## config.mk

```make
export PLATFORM = sky130hd
export DESIGN_NAME = pe_credit_tx_sched
export DESIGN_NICKNAME = d
export VERILOG_FILES = /design/src/rtl/pe_credit_tx_sched_pkg.sv /design/src/rtl/pe_credit_tx_sched_credit_counter.sv /design/src/rtl/pe_credit_tx_sched.sv
export SDC_FILE = /design/constraint.sdc
export NUM_CORES = 1
export LEC_CHECK = 0
export ABC_AREA = 1
export BUFFER_PORTS_ARGS = -buffer_cell sky130_fd_sc_hd__buf_4
export CAP_MARGIN = 5
export CELL_PAD_IN_SITES_DETAIL_PLACEMENT = 1
export CELL_PAD_IN_SITES_GLOBAL_PLACEMENT = 1
export CORE_ASPECT_RATIO = 0.5
export CORE_MARGIN = 1
export CORE_UTILIZATION = 30
export CTS_CLUSTER_DIAMETER = 200
export DETAILED_ROUTE_END_ITERATION = 16
export GPL_ROUTABILITY_DRIVEN = 0
export HOLD_SLACK_MARGIN = 0.03
export PLACE_DENSITY_LB_ADDON = 0.1
export SYNTH_ARGS = -nofsm -noshare
export SYNTH_HDL_FRONTEND = slang
export SYNTH_SLANG_ARGS = --single-unit
```

## constraint.sdc

```tcl
create_clock -name clk -period 4.29 [get_ports clk]
set_input_delay 1.287 -clock clk [delete_from_list [all_inputs] [get_ports clk]]
set_output_delay 1.287 -clock clk [all_outputs]
set_load 0.05 [all_outputs]
```

## src/rtl/pe_credit_tx_sched_pkg.sv

```systemverilog
// Shared types and defaults for the PE credit-gated injection scheduler.
`ifndef DW
`define DW 32
`endif

package pe_credit_tx_sched_pkg;

    typedef enum logic {
        IDLE   = 1'b0,
        LOCKED = 1'b1
    } sched_state_e;

    localparam int unsigned CREDIT_MAX_DEF = 16;
    localparam int unsigned PKT_LEN_DEF    = 4;
    localparam int unsigned WDOG_DEF       = 1024;

    // Counter width able to hold 0..n-1, never narrower than one bit.
    function automatic int unsigned cnt_width(input int unsigned n);
        return (n > 1) ? $clog2(n) : 1;
    endfunction

endpackage

```

## src/rtl/pe_credit_tx_sched_credit_counter.sv

```systemverilog
// Downstream credit counter: one credit per sent flit, bulk returns, clamps at CREDIT_MAX with sticky error.
module pe_credit_tx_sched_credit_counter
    import pe_credit_tx_sched_pkg::*;
#(
    parameter  int unsigned CREDIT_MAX = CREDIT_MAX_DEF,
    localparam int unsigned CW         = $clog2(CREDIT_MAX + 1)
) (
    input  logic          clk,
    input  logic          rst,
    input  logic          dec_i,
    input  logic [31:0]   inc_i,
    output logic [CW-1:0] count_o,
    output logic          err_o
);

    logic [CW-1:0] count_q, count_d;
    logic          err_q, err_d;
    logic [32:0]   sum;

    // Wide sum so that a huge return value cannot wrap back into range.
    always_comb begin
        sum     = {1'b0, inc_i} + 33'(count_q) - 33'(dec_i);
        count_d = sum[CW-1:0];
        err_d   = err_q;
        if (sum > 33'(CREDIT_MAX)) begin
            count_d = CW'(CREDIT_MAX);
            err_d   = 1'b1;
        end
    end

    always_ff @(posedge clk) begin
        if (rst) begin
            count_q <= CW'(CREDIT_MAX);
            err_q   <= 1'b0;
        end else begin
            count_q <= count_d;
            err_q   <= err_d;
        end
    end

    assign count_o = count_q;
    assign err_o   = err_q;

endmodule

```

## src/rtl/pe_credit_tx_sched.sv

```systemverilog
// Packet-granular round-robin scheduler of two PE streams onto one credit-gated router injection port.
module pe_credit_tx_sched
    import pe_credit_tx_sched_pkg::*;
#(
    parameter  int unsigned CREDIT_MAX = CREDIT_MAX_DEF,
    parameter  int unsigned PKT_LEN    = PKT_LEN_DEF,
    parameter  int unsigned WDOG       = WDOG_DEF,
    parameter  int          x          = 0,
    parameter  int          y          = 0,
    localparam int unsigned CW         = $clog2(CREDIT_MAX + 1)
) (
    input  logic           clk,
    input  logic           rst,
    input  logic [`DW-1:0] req0_data_i,
    input  logic           req0_valid_i,
    output logic           req0_ready_o,
    input  logic [`DW-1:0] req1_data_i,
    input  logic           req1_valid_i,
    output logic           req1_ready_o,
    output logic [`DW-1:0] data_o,
    output logic           valid_o,
    input  logic           ready_i,
    input  logic [31:0]    credit_upd_i,
    output logic [CW-1:0]  credits_o,
    output logic           owner_o,
    output logic           stall_o,
    output logic           err_o
);

    localparam int unsigned FW = cnt_width(PKT_LEN);
    localparam int unsigned WW = cnt_width(WDOG);

    sched_state_e  state_q, state_d;
    logic          owner_q, owner_d;
    logic          rr_q, rr_d;
    logic [FW-1:0] flit_q, flit_d;
    logic [WW-1:0] wdog_q, wdog_d;
    logic          stall_q, stall_d;

    logic           own_valid;
    logic [`DW-1:0] own_data;
    logic           has_credit;
    logic           xfer;
    logic           starved;

    assign own_valid  = owner_q ? req1_valid_i : req0_valid_i;
    assign own_data   = owner_q ? req1_data_i  : req0_data_i;
    assign has_credit = (credits_o != '0);
    assign xfer       = valid_o & ready_i;
    assign starved    = (state_q == LOCKED) && own_valid && !has_credit;

    pe_credit_tx_sched_credit_counter #(
        .CREDIT_MAX (CREDIT_MAX)
    ) u_credit_counter (
        .clk     (clk),
        .rst     (rst),
        .dec_i   (xfer),
        .inc_i   (credit_upd_i),
        .count_o (credits_o),
        .err_o   (err_o)
    );

    always_ff @(posedge clk) begin
        if (rst) begin
            state_q <= IDLE;
            owner_q <= 1'b0;
            rr_q    <= 1'b0;
            flit_q  <= '0;
            wdog_q  <= '0;
            stall_q <= 1'b0;
        end else begin
            state_q <= state_d;
            owner_q <= owner_d;
            rr_q    <= rr_d;
            flit_q  <= flit_d;
            wdog_q  <= wdog_d;
            stall_q <= stall_d;
        end
    end

    // The grant is held until the last flit of the packet leaves, even if the owner's valid drops.
    always_comb begin
        state_d = state_q;
        owner_d = owner_q;
        rr_d    = rr_q;
        flit_d  = flit_q;
        wdog_d  = '0;
        stall_d = stall_q;
        case (state_q)
            IDLE: begin
                if (req0_valid_i || req1_valid_i) begin
                    state_d = LOCKED;
                    if (rr_q == 1'b0) owner_d = req0_valid_i ? 1'b0 : 1'b1;
                    else              owner_d = req1_valid_i ? 1'b1 : 1'b0;
                end
            end
            LOCKED: begin
                if (xfer) begin
                    if (flit_q == FW'(PKT_LEN - 1)) begin
                        flit_d  = '0;
                        rr_d    = ~owner_q;
                        state_d = IDLE;
                    end else begin
                        flit_d = flit_q + 1'b1;
                    end
                end
            end
            default: state_d = IDLE;
        endcase
        if (starved) begin
            if (wdog_q == WW'(WDOG - 1)) begin
                stall_d = 1'b1;
                wdog_d  = wdog_q;
            end else begin
                wdog_d = wdog_q + 1'b1;
            end
        end
    end

    always_comb begin
        valid_o      = 1'b0;
        req0_ready_o = 1'b0;
        req1_ready_o = 1'b0;
        data_o       = own_data;
        if (!rst && state_q == LOCKED) begin
            valid_o      = own_valid & has_credit;
            req0_ready_o = ~owner_q & ready_i & has_credit;
            req1_ready_o =  owner_q & ready_i & has_credit;
        end
    end

    assign owner_o = owner_q;
    assign stall_o = stall_q;

`ifndef SYNTHESIS
    always @(posedge clk) begin
        if (!rst && starved && !stall_q && wdog_q == WW'(WDOG - 1))
            $display("time %0t: node (%0d, %0d) stalled on credits", $time, x, y);
    end
`endif

endmodule

```

==> results.json <==
{
  "status": "complete, no violations",
  "grt_usage": 0.227,
  "slowest_stage": "fa_2",
  "ys_seq_area_frac": 0.108,
  "grt_pass1_wl_um": 26100,
  "via_per_inst": 4.80,
  "worst_slew_pin_slew_ps": 422,
  "first_pass_iters": 4,
  "worstReg2RegEnd": "u_credit_counter.count_o[4]",
  "hold_end": "stall_o",
  "period_minus_slack_ps": 4190,
  "drtIter0Drc": 220,
  "synth_most_common_cell": "nand2_1",
  "hpwlAfterDp_um": 13900,
  "cts_hold_buf": 0,
  "cts_max_level": 1,
  "io_buffers": 143,
  "syn_nets": 929,
  "drc_errors": 0,
  "crit_path_max_incr_delay_ps": 360,
  "root_buffer": "clkbuf_16",
  "min_path_type": "flip-flop to flip-flop",
  "synthTopCellsByArea": "nand2_1 (27%), inv_1 (14%), ha_1 (12%)",
  "yosys.area.top_type": "nand2_1",
  "placedCellCount": 1105,
  "worstSkewPairLatency_ps": 250,
  "grt_pass1_vias": 5427,
  "critPathLaunchType": "input port",
  "gr-total-overflow": 0,
  "fmax_mhz": 239,
  "multi_input_area_sq_um": 3130,
  "syn_avg_cell_area_sq_um": 5.17,
  "path_max_fanout": 4,
  "cp-end-kind": "flip-flop",
  "core_area_sq_um": 13000,
  "syn_to_final_growth_pct": 39.7,
  "fillers": 1856,
  "dieHeight_um": 84.4,
  "synth_ff_type": "dfxtp_1",
  "ys_seq_elements": 22,
  "setup_viol": 0,
  "power_leakage_uw": 0.00334,
  "synth_common_cells": "nand2_1 (294), inv_1 (152), nor2_1 (73)",
  "grt_max_degree": 36,
  "p_per_area_nw_per_um2": 201,
  "pre_cts_slack_ps": -189,
  "irDropWorstVdd_uv": 153,
  "clk_pin_slew_ps": 60,
  "drive_gt1_frac": 0.232,
  "vias": 5350,
  "reg2reg_from": "state_q",
  "mappedNetlistArea_sq_um": 4070,
  "io_pins": 144,
  "ant_nets": 0,
  "syn_inst": 788,
  "crit_type": "input port to flip-flop",
  "routed_wl_um": 15900,
  "cap_violations": 0,
  "synth_top_area_share": 0.271,
  "die_area_sq_um": 14100,
  "timing.final.crit_share": 0.976,
  "cp_data_required_time_ps": 4440,
  "num_rows": 29,
  "maxSlewHeadroom": 0.718,
  "antenna_found_initial": 0,
  "tns_ps": 0,
  "synth_edf_count": 0,
  "regArea_sq_um": 440,
  "cts_buffers": 3,
  "setup_ws_ps": 101,
  "ys_warn_count": 0,
  "cts.sinks": 22,
  "wl_per_cell_um": 14.3,
  "maxSlewViolCount": 0,
  "fin_util": 0.439,
  "start_util": 0.314,
  "holdPathStages": 2,
  "fin_nets": 1087,
  "worstHoldStart": "stall_o",
  "cp.arrival_ps": 4340,
  "critical_path_buf_inv_count": 6,
  "cts_max_path_buffers": 2,
  "synth_cell_type_count": 36,
  "reg2regPathDepth": 29,
  "die_w_um": 167,
  "synthArstFlopShare": 0,
  "final_cells": 1115,
  "hold_ws_ps": 467,
  "r2r_setup_slack_ps": 780,
  "antenna_cells": 0,
  "crit_family": "simple AND/OR/NAND/NOR gates",
  "cts_tree": "built",
  "fin_worst_skew_ps": 2.04,
  "finalHoldViolCount": 0
}
[cell type report]
type	instances	area share
clock inverters	1	0.00527
multi-input cells	597	0.549
clock buffers	3	0.0132
flip-flops and latches	22	0.0774
well taps	170	0.0374
repair buffers	160	0.211
inverters	162	0.107
[worst reg2reg max path: cells and delay by family, from the launching register on]
kind	cells	cell delay [ps]
buf+inv	6	450
simple gates	18	1700
compound gates	2	200
flops	1	330
fa+ha+maj	3	730
[registers in the layout (all words and copies together) (netlist names)]
signal                    cells
wdog_q                       10
u_credit_counter.err_o        1
stall_o                       1
rr_q                          1
u_credit_counter.count_o      5
flit_q                        2
owner_o                       1
state_q                       1
[cells in the final DEF, fill, tap and decap left out, types with 2 or more instances in the layout]
master and n:
a21oi_1 29, a21oi_2 4, a31oi_1 2, buf_4 160
clkbuf_16 3, dfxtp_1 22, ha_1 37, inv_1 148
inv_2 13, nand2_1 290, nand2_2 8, nand2_4 6
nand3_1 51, nand3_2 7, nand3b_1 4, nand4_1 17
nor2_1 69, nor2_2 5, nor2_4 4, nor3_1 13
nor3_2 2, o21ai_0 22, o21ai_1 3, o21bai_1 2
xnor2_1 3, xor2_1 5
[routing by layer]
metal | vias up | track usage | routed length [um]
met1 | 2482 | 0.301 | 7720
li1 | 2754 | - | -
met4 | 0 | 0.0227 | 77
met2 | 106 | 0.409 | 7490
met3 | 8 | 0.0255 | 647
met5 | - | 0 | 0
[worst max-delay path by stage]
stage                     start                          end  slack [ps]  cells past startpoint
after global routing        rst  u_credit_counter.count_o[4]         -90                     29
final                       rst  u_credit_counter.count_o[4]         100                     29
after detailed placement    rst  u_credit_counter.count_o[3]        -190                     26
after global placement      rst  u_credit_counter.count_o[4]           1                     29
after floorplan             rst  u_credit_counter.count_o[4]          20                     28
after CTS                   rst  u_credit_counter.count_o[3]          70                     26
[cell families (layout without fill, tap and decap cells)]
logic type                 count (synthesis)  in the layout  share of synthesized area
AOI/OAI and AO/OA                         68             68                     0.0931
DFF                                       22             22                      0.108
xor gates and xnor gates                   8              8                     0.0172
adders and majority gates                 40             40                      0.125
and+or+nand+nor                          481            481                      0.501
buffers and inverters                    169            326                      0.156
[metrics by stage]
step | instance area, sq um | power, uW
after detailed placement | 5440 | 865
after global placement | 5440 | 854
final | 5690 | 1140
after global routing | 5690 | 1230
after CTS | 5540 | 1130
after floorplan | 4100 | 633
[power breakdown]
group / total, uW / internal, uW / switching [uW]
Combinational: 674 / 243 / 431
Clock: 260 / 185 / 75.1
Sequential: 207 / 206 / 1.20
[what timing repair did]
action	in CTS	in global routing
buffers inserted	0	6
gates resized for setup	0	23
setup endpoints to repair	0	6
hold endpoints to repair	0	0
(Power assumes the default switching activity.)
